File: src/rtl/pipeline_stall_ctrl.sv
// Pipeline sequencing controller: stage enables, flush/bubble, EX forwarding
// selects, multi-cycle mult/div hold, halt state and a stall-cycle counter.
module pipeline_stall_ctrl #(
  parameter int unsigned MD_CYCLES = 4
) (
  input  logic        clk,
  input  logic        rst,
  input  logic [10:0] haz,
  input  logic        stall,
  input  logic        branch_taken,
  input  logic        md_start,
  input  logic        halt,
  output logic        pc_en,
  output logic        s1_en,
  output logic        s1_flush,
  output logic        s2_en,
  output logic        s2_bubble,
  output logic [1:0]  fwd_a,
  output logic [1:0]  fwd_b,
  output logic [1:0]  fwd_sd,
  output logic [1:0]  fwd_r0,
  output logic        md_busy,
  output logic        halted,
  output logic [15:0] stall_cnt
);

  localparam int unsigned CNT_W  = 4;
  localparam int unsigned FWD_W  = 2;
  localparam int unsigned SCNT_W = 16;
  localparam logic [CNT_W-1:0]  MD_LOAD  = (MD_CYCLES > 1) ? CNT_W'(MD_CYCLES - 2) : '0;
  localparam logic [SCNT_W-1:0] SCNT_MAX = '1;

  typedef enum logic [1:0] {RUN, MD_BUSY, HALTED} state_t;

  state_t           state;
  logic [CNT_W-1:0] cnt;
  logic [FWD_W-1:0] fwd_a_d, fwd_b_d, fwd_sd_d, fwd_r0_d;

  // haz[5:4] feed the branch comparator directly
  logic unused_haz;
  assign unused_haz = ^haz[5:4];

  assign md_busy = (state == MD_BUSY);
  assign halted  = (state == HALTED);

  // Stage controls decoded from state and this cycle's requests
  always_comb begin
    pc_en     = 1'b0;
    s1_en     = 1'b0;
    s2_en     = 1'b0;
    s1_flush  = 1'b0;
    s2_bubble = 1'b0;
    if (rst) begin
      s2_bubble = 1'b1;
    end else begin
      case (state)
        RUN: begin
          if (md_start) begin
            pc_en = 1'b1; s1_en = 1'b1; s2_en = 1'b1;
          end else if (branch_taken) begin
            pc_en = 1'b1; s1_en = 1'b1; s2_en = 1'b1;
            s1_flush = 1'b1; s2_bubble = 1'b1;
          end else if (halt) begin
            s2_bubble = 1'b1;
          end else if (stall) begin
            s2_en = 1'b1; s2_bubble = 1'b1;
          end else begin
            pc_en = 1'b1; s1_en = 1'b1; s2_en = 1'b1;
          end
        end
        HALTED:  s2_bubble = 1'b1;
        default: ;
      endcase
    end
  end

  // Forwarding selects for the instruction entering ID/EX
  always_comb begin
    fwd_a_d  = 2'b00;
    fwd_b_d  = 2'b00;
    fwd_sd_d = 2'b00;
    fwd_r0_d = 2'b00;
    if (!s2_bubble) begin
      fwd_a_d  = haz[1]  ? 2'b01 : haz[0] ? 2'b10 : 2'b00;
      fwd_b_d  = haz[2]  ? 2'b01 : haz[3] ? 2'b10 : 2'b00;
      fwd_sd_d = haz[10] ? 2'b01 : haz[8] ? 2'b10 : haz[9] ? 2'b11 : 2'b00;
      fwd_r0_d = haz[6]  ? 2'b01 : haz[7] ? 2'b10 : 2'b00;
    end
  end

  always_ff @(posedge clk or posedge rst) begin
    if (rst) begin
      state     <= RUN;
      cnt       <= '0;
      fwd_a     <= '0;
      fwd_b     <= '0;
      fwd_sd    <= '0;
      fwd_r0    <= '0;
      stall_cnt <= '0;
    end else begin
      case (state)
        RUN: begin
          if (md_start) begin
            if (MD_CYCLES > 1) begin
              state <= MD_BUSY;
              cnt   <= MD_LOAD;
            end
          end else if (!branch_taken && halt) begin
            state <= HALTED;
          end
        end
        MD_BUSY: begin
          if (cnt == '0) state <= RUN;
          else           cnt   <= cnt - CNT_W'(1);
        end
        HALTED:  ;
        default: state <= RUN;
      endcase

      if (s2_en) begin
        fwd_a  <= fwd_a_d;
        fwd_b  <= fwd_b_d;
        fwd_sd <= fwd_sd_d;
        fwd_r0 <= fwd_r0_d;
      end

      // Halted cycles are not stalls; saturate rather than wrap
      if (!pc_en && state != HALTED && stall_cnt != SCNT_MAX)
        stall_cnt <= stall_cnt + SCNT_W'(1);
    end
  end

endmodule

File: config.mk
export PLATFORM = sky130hd
export DESIGN_NAME = pipeline_stall_ctrl
export DESIGN_NICKNAME = d
export VERILOG_FILES = /design/src/rtl/pipeline_stall_ctrl.sv
export SDC_FILE = /design/constraint.sdc
export NUM_CORES = 1
export LEC_CHECK = 0
export ABC_AREA = 1
export CAP_MARGIN = 20
export CORE_AREA = 8 8 92 61
export DETAILED_ROUTE_END_ITERATION = 8
export DIE_AREA = 0 0 100 69
export PLACE_DENSITY_LB_ADDON = 0.2
export SLEW_MARGIN = 15
export SYNTH_ARGS = -nofsm -noshare
export SYNTH_HDL_FRONTEND = slang
export SYNTH_SLANG_ARGS = --single-unit
File: constraint.sdc
create_clock -name clk -period 1.86 [get_ports clk]
set_input_delay 0.279 -clock clk [delete_from_list [all_inputs] [get_ports clk]]
set_output_delay 0.279 -clock clk [all_outputs]
set_load 0.005 [all_outputs]
==> results.py, run 1 <==
metrics = {
    "outcome": {
        "status": "complete, no violations",
    },
    "sta": {
        "fin_setup_tns_ns": 0,
        "hold_viol": 0,
        "worst_pin_slew_ns": 0.4527,
        "post-route-period-util_pct": 95.10,
        "final-setup-viol-count": 0,
        "fmaxAchievable_mhz": 565.4,
        "min_period_ns": 1.769,
        "max-slew-margin-rel_pct": 69.71,
        "rsz0062_at_grt": "false",
        "slew_viol_final": 0,
        "fin_skew_ns": 0.004470,
    },
    "cts": {
        "path_clk_slew_ns": 0.07,
        "cts_sinks": 30,
        "cts_buffers": 5,
        "cts_tree": "yes",
        "cts-root-buf": "clkbuf_8",
        "cts.htree.levels": 2,
        "clockBufferDepth": 2,
        "clk-insertion-delay-late_ns": 0.28,
        "hold_buffers": 0,
    },
    "setup_path": {
        "crit_required_ns": 1.58,
        "criticalPathCategory": "flop to output port",
        "cp_data_arrival_time_ns": 1.49,
        "end_kind": "output port",
        "cp-start-kind": "flop",
        "critPathMaxFanout": 4,
    },
    "routing": {
        "wl_um": 4466,
        "drt-met1-wl_um": 2320,
        "routed-via-count": 1722,
        "routedWlPerCell_um": 12.10,
        "initialDrtViolationCount": 55,
        "wl_met3_um": 285,
        "routed-wl-met2_um": 1834,
        "via_per_inst": 4.667,
        "drc": 0,
        "ant_nets": 0,
        "dr.pass1.iters": 5,
        "highest_layer": "met4",
    },
    "synthesis": {
        "syn_avg_cell_area_um2": 7.099,
        "synth_most_common_cell": "nand2_1",
        "synth.top_cell.area_share_pct": 42.64,
        "synth_edf_count": 0,
        "ys_types": 26,
        "synthArstFlopShare_pct": 100.0,
        "ys_top_cells_by_area": "dfrtp_1, nand2_1, inv_1",
        "yosys_most_used_dff": "dfrtp_1",
        "yosys_register_bits": 30,
        "yosysWarnings": 0,
        "yosys.area.top_type": "dfrtp_1",
        "ys_seq_area_share_pct": 42.64,
        "synthCells": 248,
        "synth_common_cells": "nand2_1, inv_1, dfrtp_1",
        "syn-num-nets": 267,
        "synth_area_mm2": 0.001760,
    },
    "finish": {
        "final_core_util_pct": 56.45,
        "nets": 324,
        "fin_area_mm2": 0.002442,
        "antenna_cells": 0,
        "area_delta_synth_final_pct": 38.73,
        "drive_above_1_share_pct": 10.13,
        "fin_cells": 369,
    },
    "worst_hold_path": {
        "hold_path_class": "primary input to async pin",
    },
    "grt": {
        "track_usage_pct": 13.63,
        "overflow": 0,
        "grt_max_degree": 31,
        "antenna_found_initial": 0,
        "grt_pass1_vias": 1601,
        "grt_pass1_wl_um": 7707,
    },
    "place": {
        "portBuffers": 45,
        "place_hpwl_um": 3428,
        "placed_cell_area_mm2": 0.002310,
        "post-place-cells": 358,
        "routabilityCongestion": 0.8432,
    },
    "power": {
        "power_density_mw_per_mm2": 1211,
        "swShare_pct": 35.65,
        "leakagePower_nw": 1.153,
        "peakVddDrop_uv": 720.2,
        "p_sw_mw": 1.055,
        "internal_power_mw": 1.903,
        "pwr-share-clk_pct": 22.5,
        "p_seq_share_pct": 35.0,
        "total_power_mw": 2.958,
        "p_comb_share_pct": 42.5,
    },
    "floorplanning": {
        "fp.dieW_um": 100,
        "ios": 48,
        "start_util_pct": 40.69,
        "core_region_area_mm2": 0.004327,
        "dieArea_mm2": 0.006900,
        "die_y_um": 69,
        "rows": 19,
    },
    "run": {
        "max_cap_violations": 0,
    },
}
routing by layer:
metal  track usage, %  vias up
met1            19.55      795
met3            4.910        4
li1                 -      883
met4            3.500        0
met2            18.50       40
met5                0        -
state kept, by name, indices dropped and copies added, names as in the netlist:
name / flops
stall_cnt: 16
cnt: 4
fwd_a: 2
fwd_b: 2
fwd_r0: 2
fwd_sd: 2
state: 2
power by group through the flow:
stage / Combinational [mW] / Clock, mW / Sequential [mW]
2_1_floorplan: 0.660 / 0 / 1.03
3_3_place_gp: 1.23 / 0 / 1.04
3_5_place_dp: 1.25 / 0 / 1.04
4_1_cts: 1.27 / 0.679 / 1.03
5_1_grt: 1.42 / 0.714 / 1.06
6_report: 1.26 / 0.665 / 1.04
cell usage in the layout (no fill, tap or decap), types with 2 or more instances in the layout:
cell             netlist  final
nor2_1                29     27
clkdlybuf4s50_1        0     38
nor2_2                 3      5
clkinvlp_4             0      2
inv_2                  2      2
dfrtp_1               30     30
o22ai_1                8      8
ha_1                   2      2
nand3_1               13     13
clkbuf_8               0      5
o21ai_0                6      5
nand2_1               93     93
xnor2_1                3      3
nand4_1                4      4
dlygate4sd2_1          0      7
inv_1                 33     33
buf_4                  2      8
nand2_2                2      2
xor2_1                 3      3
nor3_1                 4      4
final timing paths:
check,cells past startpoint,endpoint,slack [ns],from
max in group asynchronous,3,stall_cnt[2]$_DFFE_PP0P_,1.12,rst
worst min register to register,2,fwd_sd[0]$_DFFE_PP0P_,0.54,fwd_sd[0]$_DFFE_PP0P_
min in group clk,4,state[1]$_DFFE_PP0P_,0.46,md_start
worst max register to register,11,stall_cnt[1]$_DFFE_PP0P_,0.33,state[0]$_DFFE_PP0P_
worst max-delay path,5,s2_en,0.09,state[0]$_DFFE_PP0P_
worst min-delay path,3,state[0]$_DFFE_PP0P_,0.46,rst
layout make-up:
type / instances / area, um^2
clock inverter: 3 / 45.04
fill: 441 / 1884
tap: 63 / 78.83
multi-input combinational: 179 / 845.8
inverter: 35 / 131.4
clock buffer: 5 / 68.82
sequential: 30 / 750.7
timing repair buffer: 54 / 521.8
logic make-up after synthesis:
group | synth area share (%)
fa+ha+maj | 1.421
buf+inv | 9.595
xor+xnor | 2.986
compound gates | 7.037
flops | 42.64
simple gates | 36.32
stage by stage:
| step | hold WS (ns) | setup WS (ns) |
|---|---|---|
| after floorplan | 0.3783 | 0.02358 |
| after global placement | 0.4913 | -0.08236 |
| after detailed placement | 0.5058 | -0.08225 |
| after CTS | 0.4561 | 0.04673 |
| after global routing | 0.4932 | 0.005390 |
| final | 0.4571 | 0.09122 |
worst max-delay path, stage by stage (launching register included):
cell,delay (ns)
dfrtp_1,0.44
nor2_1,0.16
nand2_1,0.09
buf_4,0.14
a21oi_4,0.12
dlygate4sd2_1,0.26
timing repair:
action,in CTS,in global routing
endpoints found under the setup margin,5,1
pin swaps,3,0
setup buffers,3,0
gates resized for setup,9,1
Note: power is estimated with default switching activity, not from simulation.
==> run 2, diff against run 1 <==
--- a/config.mk
+++ b/config.mk
@@ -8,8 +8,10 @@
 export ABC_AREA = 1
 export CAP_MARGIN = 20
 export CORE_AREA = 8 8 92 61
+export CTS_CLUSTER_DIAMETER = 200
 export DETAILED_ROUTE_END_ITERATION = 8
 export DIE_AREA = 0 0 100 69
+export HOLD_SLACK_MARGIN = 0.03
 export PLACE_DENSITY_LB_ADDON = 0.2
 export SLEW_MARGIN = 15
 export SYNTH_ARGS = -nofsm -noshare
==> results of run 2 <==
No change in the layout: final DEF, timing and power equal those of run 1.
==> run 3, diff against run 2 <==
--- a/config.mk
+++ b/config.mk
@@ -7,10 +7,10 @@
 export LEC_CHECK = 0
 export ABC_AREA = 1
 export CAP_MARGIN = 20
-export CORE_AREA = 8 8 92 61
+export CORE_AREA = 4 4 58 86
 export CTS_CLUSTER_DIAMETER = 200
 export DETAILED_ROUTE_END_ITERATION = 8
-export DIE_AREA = 0 0 100 69
+export DIE_AREA = 0 0 62 90
 export HOLD_SLACK_MARGIN = 0.03
 export PLACE_DENSITY_LB_ADDON = 0.2
 export SLEW_MARGIN = 15
==> results.py, run 3 (synthesized netlist as in run 1, its figures left out) <==
metrics = {
    "sta": {
        "worst_slack_ns": 0.05881,
        "hold_viol": 0,
        "final-setup-viol-count": 0,
        "slew_viol_final": 0,
        "rsz0062_at_grt": "true",
        "fin_setup_tns_ns": 0,
        "max-slew-margin-rel_pct": 73.51,
        "fin_skew_ns": 0.005466,
        "worst_pin_slew_ns": 0.3973,
        "fmaxAchievable_mhz": 555.2,
        "min_period_ns": 1.801,
        "post-route-period-util_pct": 96.84,
    },
    "grt": {
        "antenna_found_initial": 0,
        "grt_pass1_wl_um": 7051,
        "grt_max_degree": 31,
        "overflow": 0,
        "grt_pass1_vias": 1688,
        "track_usage_pct": 16.38,
    },
    "finish": {
        "regArea_um2": 750.7,
        "multi_input_area_um2": 850.8,
        "final_cell_mix": "nand2_1, clkdlybuf4s50_1, inv_1",
        "nets": 328,
        "antenna_cells": 0,
        "largest_register_ffs": 16,
        "drive_above_1_share_pct": 11.65,
        "largest_register": "stall_cnt",
        "fin_area_mm2": 0.002430,
        "area_delta_synth_final_pct": 38.02,
        "fillers": 415,
        "top_regs": "stall_cnt: 16 flops, cnt: 4 flops",
        "final_common_cell": "nand2_1",
    },
    "floorplanning": {
        "rows": 29,
        "start_util_pct": 41.47,
        "dieArea_mm2": 0.005580,
        "core_region_area_mm2": 0.004245,
        "die_y_um": 90,
        "ios": 48,
        "fp.dieW_um": 62,
    },
    "routing": {
        "via_per_inst": 4.741,
        "wl_um": 4218,
        "dr.pass1.iters": 4,
        "ant_nets": 0,
        "routed-via-count": 1683,
        "drc": 0,
        "initialDrtViolationCount": 57,
        "routedWlPerCell_um": 11.88,
    },
    "cts": {
        "clk-insertion-delay-late_ns": 0.28,
        "path_clk_slew_ns": 0.06,
        "cts_tree": "yes",
        "cts-root-buf": "clkbuf_8",
        "cts_buffers": 5,
        "clockBufferDepth": 2,
        "cts_sinks": 30,
        "cts.htree.levels": 2,
    },
    "place": {
        "placed_cell_area_mm2": 0.002288,
        "portBuffers": 45,
        "routabilityCongestion": 0.8673,
        "pre_cts_slack_ns": -0.08772,
        "place_hpwl_um": 3011,
    },
    "setup_path": {
        "crit_required_ns": 1.58,
        "crit_slowest_cell": "clkdlybuf4s50_1",
        "critPathMaxStageDelay_ns": 0.56,
        "crit_path_cell_trace": "inv_1 -> nor2_1 -> clkdlybuf4s50_1",
        "cp-start-kind": "flop",
        "rr_worst_depth": 9,
        "criticalPathCategory": "flop to output port",
        "cp_data_arrival_time_ns": 1.52,
        "crit_family": "buffers and inverters",
        "path_buf_inv": 2,
        "path_depth": 3,
        "end_kind": "output port",
        "critPathMaxFanout": 3,
    },
    "outcome": {
        "status": "complete, no violations",
    },
    "power": {
        "power_density_mw_per_mm2": 1179,
        "leakagePower_nw": 1.191,
        "peakVddDrop_uv": 787.2,
    },
    "run": {
        "max_cap_violations": 0,
    },
    "worst_hold_path": {
        "whs_path_depth": 4,
        "hold_path_class": "primary input to flop",
    },
}
==> run 3: cell types whose count changed in the layout (fill, tap and decap cells not counted), moves of 2 or more <==
cell / previous run / this run
dlygate4sd2_1: 7 / 4
clkinv_2: 0 / 2
dlymetal6s2s_1: 0 / 2
clkinvlp_4: 2 / 0
buf_4: 8 / 12
nor2_1: 27 / 25
nor2_2: 5 / 7
==> run 3: cell type report <==
class	count	area share [%]
multi-input cells	179	35.02
flip-flops and latches	30	30.90
repair buffers	58	23.07
inverters	35	5.407
clock buffers	5	2.832
well taps	46	2.369
clock inverters	2	0.4119
==> run 3: path summary, 6_finish.rpt <==
kind | from | endpoint | slack, ns
max in group asynchronous | rst | stall_cnt[12]$_DFFE_PP0P_ | 1.06
worst max register to register | state[1]$_DFFE_PP0P_ | cnt[1]$_DFFE_PP0P_ | 0.33
worst min register to register | cnt[0]$_DFFE_PP0P_ | cnt[0]$_DFFE_PP0P_ | 0.50
worst max-delay path | state[1]$_DFFE_PP0P_ | halted | 0.06
min in group asynchronous | rst | state[0]$_DFFE_PP0P_ | 0.50
worst min-delay path | md_start | state[1]$_DFFE_PP0P_ | 0.46
==> run 3: stage by stage <==
stage | std cells | util, % | power [mW] | hold WS [ns]
floorplan | 248 | - | 1.687 | 0.3783
global placement | 341 | 53.91 | 2.242 | 0.4828
detailed placement | 341 | 53.91 | 2.277 | 0.4902
CTS | 353 | 56.56 | 2.861 | 0.4497
global route | 355 | 57.24 | 3.107 | 0.4770
finish | 355 | 57.24 | 2.865 | 0.4566
==> run 3: worst reg2reg max path, stage by stage (launching register included) <==
cell and delay, ns:
dfrtp_1 0.39, buf_4 0.13, nor2_2 0.03, buf_4 0.13, buf_4 0.12, buf_4 0.12
buf_4 0.11, nand2_1 0.11, nand2_1 0.10, a31oi_1 0.19
==> run 3: where the power goes <==
part | internal (mW) | leakage (nW) | switching, mW
logic | 0.722 | 0.753 | 0.609
clock network | 0.251 | 0.0438 | 0.249
registers | 0.852 | 0.394 | 0.183
==> run 3: timing repair <==
| action | 4_1_cts | 5_1_grt |
|---|---|---|
| gates resized for setup | 6 | 6 |
| hold buffers | 0 | 0 |
| endpoints found under the setup margin | 4 | 4 |
| buffers inserted | 5 | 2 |
| pin swaps | 2 | 2 |
==> run 3: metal layers <==
metal | wire (um) | GRT usage (%)
met5 | 0 | 0
met2 | 2304 | 29.41
met4 | 87 | 6.903
met1 | 1600 | 16.65
met3 | 226 | 4.155
